## src/rtl/tos_cache.sv

```systemverilog
// tos_cache: T/N register cache in front of a single-port backing data stack
//   clk_i, rst_ni           clock, asynchronous active-low reset
//   en_i, req_i, op_i, vi_i request handshake, primitive and operand
//   ready_o, ack_o          idle indication, one-cycle completion pulse
//   t_o, n_o, depth_o       cached top/next and total item count
//   err_under_o, err_over_o sticky error flags
//   bs_op_o, bs_sp_o, bs_vi_o, bs_s0_i  backing stack bus
module tos_cache #(
  parameter int DEPTH = 64,
  parameter int DSZ   = 32,
  parameter int SSZ   = $clog2(DEPTH)
) (
  input  logic           clk_i,
  input  logic           rst_ni,
  input  logic           en_i,
  input  logic           req_i,
  input  logic [2:0]     op_i,
  input  logic [DSZ-1:0] vi_i,
  output logic           ready_o,
  output logic           ack_o,
  output logic [DSZ-1:0] t_o,
  output logic [DSZ-1:0] n_o,
  output logic [SSZ+1:0] depth_o,
  output logic           err_under_o,
  output logic           err_over_o,
  output logic [1:0]     bs_op_o,
  output logic [SSZ-1:0] bs_sp_o,
  output logic [DSZ-1:0] bs_vi_o,
  input  logic [DSZ-1:0] bs_s0_i
);
  localparam logic [2:0] NOP = 3'd0, PUSH = 3'd1, DROP = 3'd2, DUP = 3'd3;
  localparam logic [2:0] SWAP = 3'd4, OVER = 3'd5, BIN = 3'd6, LOAD = 3'd7;
  localparam logic [SSZ+1:0] ONE = (SSZ+2)'(1), TWO = (SSZ+2)'(2), FULL = (SSZ+2)'(DEPTH+2);
  typedef enum logic {IDLE, FILL} state_e;
  state_e state_q, state_d;
  logic [DSZ-1:0] t_q, t_d, n_q, n_d;
  logic [SSZ+1:0] d_q, d_d, need;
  logic ack_q, ack_d, eu_q, eu_d, eo_q, eo_d;
  logic acc, grow, shrink, over, legal, spill, fill;
  logic [SSZ-1:0] bc;
  assign acc    = req_i & en_i & (state_q == IDLE);
  assign grow   = op_i == PUSH || op_i == DUP || op_i == OVER;
  assign shrink = op_i == DROP || op_i == BIN;
  assign need   = (op_i == OVER || op_i == SWAP || op_i == BIN) ? TWO :
                  (op_i == DUP || op_i == LOAD || op_i == DROP) ? ONE : '0;
  assign over   = grow && d_q == FULL;
  assign legal  = d_q >= need && !over;
  assign spill  = acc & legal & grow & (d_q >= TWO);
  assign fill   = acc & legal & shrink & (d_q > TWO);
  // backing count is implied by depth; in FILL depth has already been decremented
  assign bc     = d_q >= TWO ? SSZ'(d_q - TWO) : '0;
  assign bs_op_o = state_q == FILL ? 2'd2 : spill ? 2'd1 : 2'd0;
  assign bs_sp_o = (state_q == FILL || spill) ? bc : '0;
  assign bs_vi_o = spill ? n_q : '0;
  assign ready_o     = state_q == IDLE;
  assign ack_o       = ack_q;
  assign t_o         = t_q;
  assign n_o         = n_q;
  assign depth_o     = d_q;
  assign err_under_o = eu_q;
  assign err_over_o  = eo_q;
  always_comb begin
    state_d = state_q;
    t_d = t_q;
    n_d = n_q;
    d_d = d_q;
    ack_d = 1'b0;
    eu_d = eu_q;
    eo_d = eo_q;
    if (state_q == FILL) begin
      if (en_i) begin
        n_d = bs_s0_i;
        state_d = IDLE;
        ack_d = 1'b1;
      end
    end else if (acc) begin
      ack_d = !fill;
      if (!legal) begin
        eo_d = eo_q | over;
        eu_d = eu_q | !over;
      end else begin
        case (op_i)
          PUSH: begin n_d = t_q; t_d = vi_i; d_d = d_q + ONE; end
          DUP:  begin n_d = t_q; d_d = d_q + ONE; end
          OVER: begin n_d = t_q; t_d = n_q; d_d = d_q + ONE; end
          SWAP: begin n_d = t_q; t_d = n_q; end
          LOAD: t_d = vi_i;
          DROP, BIN: begin
            t_d = op_i == BIN ? vi_i : n_q;
            d_d = d_q - ONE;
            // N is kept until the refill lands, or cleared once nothing is below T
            n_d = d_q > TWO ? n_q : '0;
            state_d = fill ? FILL : IDLE;
          end
          default: ;
        endcase
      end
    end
  end
  always_ff @(posedge clk_i or negedge rst_ni) begin
    if (!rst_ni) begin
      state_q <= IDLE;
      t_q <= '0;
      n_q <= '0;
      d_q <= '0;
      ack_q <= 1'b0;
      eu_q <= 1'b0;
      eo_q <= 1'b0;
    end else begin
      state_q <= state_d;
      t_q <= t_d;
      n_q <= n_d;
      d_q <= d_d;
      ack_q <= ack_d;
      eu_q <= eu_d;
      eo_q <= eo_d;
    end
  end
endmodule

```

## config.mk

```make
export PLATFORM = sky130hd
export DESIGN_NAME = tos_cache
export DESIGN_NICKNAME = d
export VERILOG_FILES = /design/src/rtl/tos_cache.sv
export SDC_FILE = /design/constraint.sdc
export NUM_CORES = 1
export LEC_CHECK = 0
export ABC_AREA = 1
export BUFFER_PORTS_ARGS = -buffer_cell sky130_fd_sc_hd__buf_2
export CAP_MARGIN = 40
export CORE_MARGIN = 2
export CORE_UTILIZATION = 49
export DETAILED_ROUTE_END_ITERATION = 6
export GPL_TIMING_DRIVEN = 0
export PLACE_DENSITY = 0.81
export SETUP_SLACK_MARGIN = 0.02
export SYNTH_ARGS = -nofsm -noshare
export SYNTH_HDL_FRONTEND = slang
export SYNTH_SLANG_ARGS = --single-unit
```

## constraint.sdc

```tcl
create_clock -name clk_i -period 2.4 [get_ports clk_i]
set_clock_uncertainty 0.05 [all_clocks]
set_input_delay 0.12 -clock clk_i [delete_from_list [all_inputs] [get_ports clk_i]]
set_output_delay 0.12 -clock clk_i [all_outputs]
set_load 0.05 [all_outputs]
```

==> qor.csv, run 1 <==
stage,metric,value,unit
logic_synthesis,synth_edf_count,0,
worst_setup_path,slowest_stage,dfrtp_2,
final_layout,fin_nets,967,
timing,tightest_slew,538.2,ps
logic_synthesis,ys_ff_latch,76,
clock_network,cts_root_buffer,clkbuf_8,
worst_setup_path,ff2ff_setup_slack,360,ps
route,routed_via_density,5.176,
die,dieArea,0.01027,mm2
die,dieWidth,101.3,um
die,die_y,101.3,um
logic_synthesis,synth_area_leaders,"dfrtp_1, nand2_1, nor2_1",
die,rows,35,
logic_synthesis,yosys.area.top_type,dfrtp_1,
route,drc_errors,0,
clock_network,numCtsBuffers,9,
logic_synthesis,syn_inst,686,
placed_design,port_buffers,186,
logic_synthesis,synth.distinct_cells,29,
route,avgRoutedWirePerCell,14.61,um
final_layout,fillers,878,
placed_design,post-place-ws,29.01,ps
worst_setup_path,cp.arrival,2120,ps
final_layout,drive_gt1_frac,0.3030,
global_routing,overflow,0,
worst_hold_path,hp-class,in -> reg,
global_routing,grt_pass1_vias,4571,
worst_hold_path,holdPathStages,4,
worst_setup_path,worstSetupPathType,reg -> out,
clock_network,cts_buffer_depth,2,
pwr,powerDensity,1472,mW/mm2
logic_synthesis,ys_warn_count,0,
logic_synthesis,synth-main-ff-cell,dfrtp_1,
clock_network,cts_max_level,3,
route,drt-initial-drc-count,250,
worst_setup_path,path_cells,inv_2 -> ha_1 -> inv_1 -> nand2_1 -> nand2_1 -> nand3_1 -> nand4_1 -> buf_6 -> buf_8 -> nor2_2 -> clkbuf_4,
logic_synthesis,netlist_top_cells_count,"nand2_1, dfrtp_1, nor2_1",
route,ant_nets,0,
timing,setup_viol,0,
global_routing,antenna_found_initial,0,
logic_synthesis,synth_area,0.004641,mm2
worst_setup_path,worst_setup_path_start_kind,register,
placed_design,gp_congestion,0.8653,
worst_setup_path,critical_path_required,2230,ps
global_routing,grt_usage,0.2792,
pwr,power.leakage,3.585,nW
logic_synthesis,async_flop_share,1.000,
outcome,status,finished clean,
final_layout,syn_to_final_growth,32.76,%
worst_setup_path,reg2reg_to,t_o[24],
die,ios,187,
die,start_util,0.5046,
die,core,0.009196,mm2
final_layout,diodes,0,
run,drv_cap,0,
logic_synthesis,synth_fp_nets,767,
timing,maxSlewHeadroom,0.6412,
timing,whs,39.08,ps
placed_design,dp.cells,984,
final_layout,finalNonFillerCells,1002,
pwr,vdd_drop_max,1.013,mV
logic_synthesis,yosysTopAreaCellShare,0.4098,
route,detail_route.first_pass.iterations,5,
route,postRouteWirelength,14640,um
logic_synthesis,synth_area_per_cell,6.765,um2
worst_setup_path,path_common_cell,nand2_1,
placed_design,hpwlAfterDp,10880,um
timing,rsz0062_at_grt,false,
global_routing,grt_pass1_wl,22730,um
timing,final_hold_viol_count,0,
worst_setup_path,rr_startpoint,depth_o[0],
timing,fin_ws,113.9,ps
worst_setup_path,r2r_cells,12,
worst_setup_path,cp_max_fo,10,
worst_hold_path,hold_end,state_q,
logic_synthesis,synth_most_common_cell,nand2_1,
worst_setup_path,slowest_delay,420,ps
global_routing,grt_max_degree,40,
final_layout,fin_util,0.6699,
clock_network,tritoncts,built,
clock_network,clkSinkCount,76,
worst_setup_path,end_kind,output port,
timing,fin_crit_sh,0.9525,
logic_synthesis,seq_area_frac_synth,0.4098,
clock_network,clkLatencyLatePin,340,ps
route,via_count,5186,
worst_hold_path,hold_start,en_i,
timing,clock.fmax,0.4374,GHz
clock_network,cts.clk_slew.worst_paths,90,ps
timing,maxSlewViolCount,0,
timing,period_minus_slack,2286,ps
sequential cells by signal, summed over array words and instances, names as in the netlist:
signal and count:
n_o 32, err_over_o 1, t_o 32, ack_o 1, state_q 1, depth_o 8
err_under_o 1
per-stage QoR:
| stage | power [mW] | cell area (um2) | setup TNS (ps) |
|---|---|---|---|
| 2_1_floorplan | 6.558 | 4732 | -33.15 |
| 3_3_place_gp | 7.845 | 5802 | 0 |
| 3_5_place_dp | 7.907 | 5824 | 0 |
| 4_1_cts | 9.056 | 6141 | 0 |
| 5_1_grt | 9.628 | 6161 | 0 |
| 6_report | 9.067 | 6161 | 0 |
critical path: cells and delay by family (launching register included):
kind / cells / cell delay, ps
buffers and inverters: 5 / 690
flip-flops: 1 / 420
AND/OR/NAND/NOR: 5 / 420
adder cells (fa/ha/maj): 1 / 230
what timing repair did:
item                                    CTS  global route
setup buffers                             1             0
endpoints found under the setup margin   30            33
pin swaps                                 0             1
endpoints found under the hold margin    37             0
resized for setup                        28            11
hold buffers                              1             0
cell usage in the layout (no fill, tap or decap), drive strengths merged:
master and instances:
nand4 36, inv 58, a21oi 47, bufinv 2, dfrtp 76, nand3 42, or2 2, dlygate4sd3 1
fa 1, nor3 1, o21ai 5, clkinvlp 2, o21bai 1, o21a 1, a31o 1, xor2 6
nor2 78, and2 1, a21boi 1, xnor2 1, nand2 281, buf 211, ha 9, clkbuf 27
how the worst max path moves through the flow:
stage	from	endpoint	slack [ps]	depth (start not counted)
after CTS	depth_o[0]	bs_vi_o[20]	40	11
after global routing	depth_o[3]	bs_vi_o[27]	10	9
final	depth_o[0]	bs_vi_o[27]	110	11
after floorplan	depth_o[3]	bs_sp_o[0]	-6	7
after global placement	depth_o[0]	bs_vi_o[11]	30	11
after detailed placement	depth_o[0]	bs_vi_o[20]	30	11
final cells by class:
class                      count  area [um2]  share of cell area
inverter                      57       214.0             0.03473
sequential                    76        1906              0.3093
clock inverter                 5       83.83             0.01361
timing repair buffer         189        1026              0.1665
multi-input combinational    514        2422              0.3932
tap                          111       138.9             0.02254
clock buffer                  11       141.4             0.02295
buffer                        39       229.0             0.03716
report_power, final:
part	switching (mW)	internal (mW)	leakage (nW)
combinational	4.15	1.32	2.51
sequential	0.573	1.91	0.970
clock	0.500	0.619	0.106
total	5.22	3.84	3.59
routing by layer:
| metal | up-vias | part of all wire | wire [um] | track usage |
|---|---|---|---|---|
| li1 | 2566 | - | - | - |
| met1 | 2428 | 0.45 | 6591 | 0.3856 |
| met2 | 178 | 0.48 | 7034 | 0.4722 |
| met3 | 14 | 0.059 | 867 | 0.03520 |
| met4 | 0 | 0.010 | 148 | 0.06237 |
| met5 | - | 0 | 0 | 0 |
cells by family (layout without fill, tap and decap cells):
group,count (synthesis),in the layout,synth area share
compound gates,56,56,0.06444
buf+inv,96,301,0.08762
fa+ha+maj,10,10,0.02858
flops,76,76,0.4098
xor+xnor,7,7,0.01321
simple gates,441,441,0.3963
(Power assumes the default switching activity.)
==> run 2: changes to the inputs <==
--- a/config.mk
+++ b/config.mk
@@ -9,10 +9,10 @@
 export BUFFER_PORTS_ARGS = -buffer_cell sky130_fd_sc_hd__buf_2
 export CAP_MARGIN = 40
 export CORE_MARGIN = 2
-export CORE_UTILIZATION = 49
+export CORE_UTILIZATION = 50
 export DETAILED_ROUTE_END_ITERATION = 6
 export GPL_TIMING_DRIVEN = 0
-export PLACE_DENSITY = 0.81
+export PLACE_DENSITY = 0.82
 export SETUP_SLACK_MARGIN = 0.02
 export SYNTH_ARGS = -nofsm -noshare
 export SYNTH_HDL_FRONTEND = slang
==> constraint.sdc (replaced) <==
create_clock -name clk_i -period 2.9 [get_ports clk_i]
set_clock_uncertainty 0.05 [all_clocks]
set_input_delay 0.145 -clock clk_i [delete_from_list [all_inputs] [get_ports clk_i]]
set_output_delay 0.145 -clock clk_i [all_outputs]
set_load 0.05 [all_outputs]
==> run 2 against run 1 <==
Final cell count is essentially flat. Sequential power decreased by 17%. Wire length rose by 0.51%. Flip-flop and latch count is the same. Via count is 0.94% higher. Utilization decreased by 1.6 points. Die area is 1.9% lower. Global-route usage increased by 0.49 points. Register-to-register slack better by 430 ps. Clock-buffer cell count is 1 higher. Sequential share of layout area up 1.0 points. Power down 19%. Largest power group unchanged. Highest routed layer is now met5.
==> qor.csv, run 2 (synthesis results as in run 1) <==
stage,metric,value,unit,change
worst_setup_path,cp_max_fo,10,,unchanged
global_routing,grt_pass1_wl,22730,um,unchanged
timing,maxSlewViolCount,0,,unchanged
outcome,status,finished clean,,
route,via_count,5235,,+0.94%
final_layout,ff_latch_area,0.001903,mm2,-0.13%
clock_network,cts.clk_slew.worst_paths,70,ps,-20 ps
worst_setup_path,worstSetupPathType,reg -> out,,
timing,rsz0062_at_grt,false,,
clock_network,clkSinkCount,76,,unchanged
route,detail_route.first_pass.iterations,5,,unchanged
final_layout,drive_gt1_frac,0.2753,,-0.02775
final_layout,fin_util,0.6538,,-0.01609
pwr,vdd_drop_max,0.7506,mV,-26%
die,dieWidth,100.3,um,-0.97%
die,die_y,100.3,um,-0.97%
placed_design,dp.cells,984,,unchanged
clock_network,cts_buffer_depth,2,,unchanged
worst_hold_path,holdPathStages,3,,-1
placed_design,hpwlAfterDp,10780,um,-0.96%
final_layout,diodes,0,,unchanged
worst_hold_path,hold_start,en_i,,
worst_setup_path,ff2ff_setup_slack,790,ps,+430 ps
worst_hold_path,hold_end,ack_o,,
worst_setup_path,rr_startpoint,depth_o[0],,
placed_design,port_buffers,186,,unchanged
worst_setup_path,path_cells,inv_1 -> ha_1 -> inv_1 -> nand2_1 -> nand2_1 -> nand3_1 -> nand4_1 -> buf_2 -> buf_2 -> nor2_1 -> buf_2,,
placed_design,placed_area,0.005741,mm2,-1.4%
final_layout,syn_to_final_growth,28.34,%,
route,drc_errors,0,,unchanged
worst_setup_path,worstSetupStartpoint,depth_o[0],,
final_layout,mostFrequentLayoutCells,"nand2_1, buf_2, nor2_1, dfrtp_1, inv_1",,
pwr,power.leakage,3.567,nW,-0.50%
worst_setup_path,crit_family,buffers and inverters,,
worst_setup_path,path_common_cell,buf_2,,
die,start_util,0.5095,,+0.004852
die,core,0.009109,mm2,-0.95%
final_layout,fin_nets,966,,-0.10%
timing,period_minus_slack,2635,ps,
route,ant_nets,0,,unchanged
die,ios,187,,unchanged
worst_setup_path,r2r_cells,12,,unchanged
run,drv_cap,0,,unchanged
timing,fin_crit_sh,0.9085,,
worst_setup_path,slowest_delay,460,ps,+40 ps
worst_hold_path,hp-class,in -> reg,,
timing,whs,62.31,ps,+23.23 ps
timing,timing.setup.tns,0,ps,unchanged
worst_setup_path,end_kind,output port,,
clock_network,tritoncts,built,,
clock_network,cts_root_buffer,clkbuf_8,,
final_layout,fin_area,0.005956,mm2,-3.3%
worst_setup_path,critical_path_depth,11,,unchanged
global_routing,grt_max_degree,66,,+65%
worst_setup_path,reg2reg_to,t_o[11],,
clock_network,post-cts-setup-buffers,0,,-1
worst_setup_path,critical_path_required,2710,ps,+480 ps
die,rows,35,,unchanged
timing,tightest_slew,532.5,ps,-5.681 ps
final_layout,multi_input_area,0.002332,mm2,-3.7%
clock_network,cts_max_level,3,,unchanged
timing,clock.fmax,0.3796,GHz,
worst_setup_path,worst_setup_path_start_kind,register,,
die,dieArea,0.01007,mm2,-1.9%
worst_setup_path,slowest_stage,dfrtp_2,,
route,postRouteWirelength,14720,um,+0.51%
placed_design,gp_congestion,0.8986,,+3.8%
clock_network,clkLatencyLatePin,350,ps,about the same
worst_setup_path,cp.arrival,2440,ps,+320 ps
final_layout,final_common_cell,nand2_1,,
pwr,powerDensity,1231,mW/mm2,-16%
route,avgRoutedWirePerCell,14.70,um,+0.61%
global_routing,antenna_found_initial,1,,+1
worst_setup_path,crit_buf_inv,5,,unchanged
timing,final_hold_viol_count,0,,unchanged
final_layout,finalNonFillerCells,1001,,-0.10%
global_routing,overflow,0,,unchanged
final_layout,fillers,895,,+1.9%
global_routing,grt_pass1_vias,4555,,-0.35%
timing,maxSlewHeadroom,0.6450,,+0.003788
clock_network,numCtsBuffers,9,,unchanged
timing,setup_viol,0,,unchanged
global_routing,grt_usage,0.2841,,+0.004919
route,drt-initial-drc-count,288,,+15%
route,routed_via_density,5.230,,+1.0%
## run 2: per-layer routing
| metal | up-vias | global-route usage | wire (um) |
|---|---|---|---|
| li1 | 2564 | - | - |
| met1 | 2421 | 0.3932 | 6437 |
| met2 | 224 | 0.4605 | 6846 |
| met3 | 24 | 0.03900 | 1129 |
| met4 | 2 | 0.09694 | 289 |
| met5 | - | 0 | 13 |
## run 2: worst register-to-register path: cells and delay by family (launching register included)
kind                       cells  cell delay (ps)
DFF                            1              440
buffers and inverters          3              370
adders and majority gates      1              290
and+or+nand+nor                8              850
## run 2: worst max path at each step
| stage | to | slack (ps) |
|---|---|---|
| finish | bs_vi_o[18] | 270 |
| detailed placement | bs_vi_o[3] | 540 |
| floorplan | bs_vi_o[11] | 230 |
| CTS | bs_vi_o[3] | 160 |
| global route | bs_vi_o[19] | 60 |
| global placement | bs_vi_o[3] | 550 |
## run 2: layout make-up
cell class | instances | area share
Buffer | 39 | 0.03256
Clock buffer | 12 | 0.02605
Clock inverter | 4 | 0.007983
Inverter | 57 | 0.03592
Multi-Input combinational cell | 514 | 0.3916
Sequential cell | 76 | 0.3195
Tap cell | 111 | 0.02332
Timing Repair Buffer | 188 | 0.1630
## run 2: report_power, final
part / switching, mW / total [mW] / leakage, nW / internal (mW)
clock network: 0.399 / 0.842 / 0.102 / 0.443
registers: 0.494 / 2.07 / 0.973 / 1.58
logic: 3.37 / 4.42 / 2.49 / 1.05
## run 2: per-stage QoR
stage                     setup slack [ps]  power, mW
final                                265.4      7.331
after floorplan                      225.4      5.364
after detailed placement             544.0      6.481
after CTS                            159.1      7.326
after global routing                 59.85      7.786
after global placement               545.9      6.410
## run 2: repair_timing
action | in CTS | in global routing
hold buffers | 1 | 0
resized for setup | 0 | 3
hold endpoints to repair | 76 | 0
setup endpoints to repair | 0 | 24
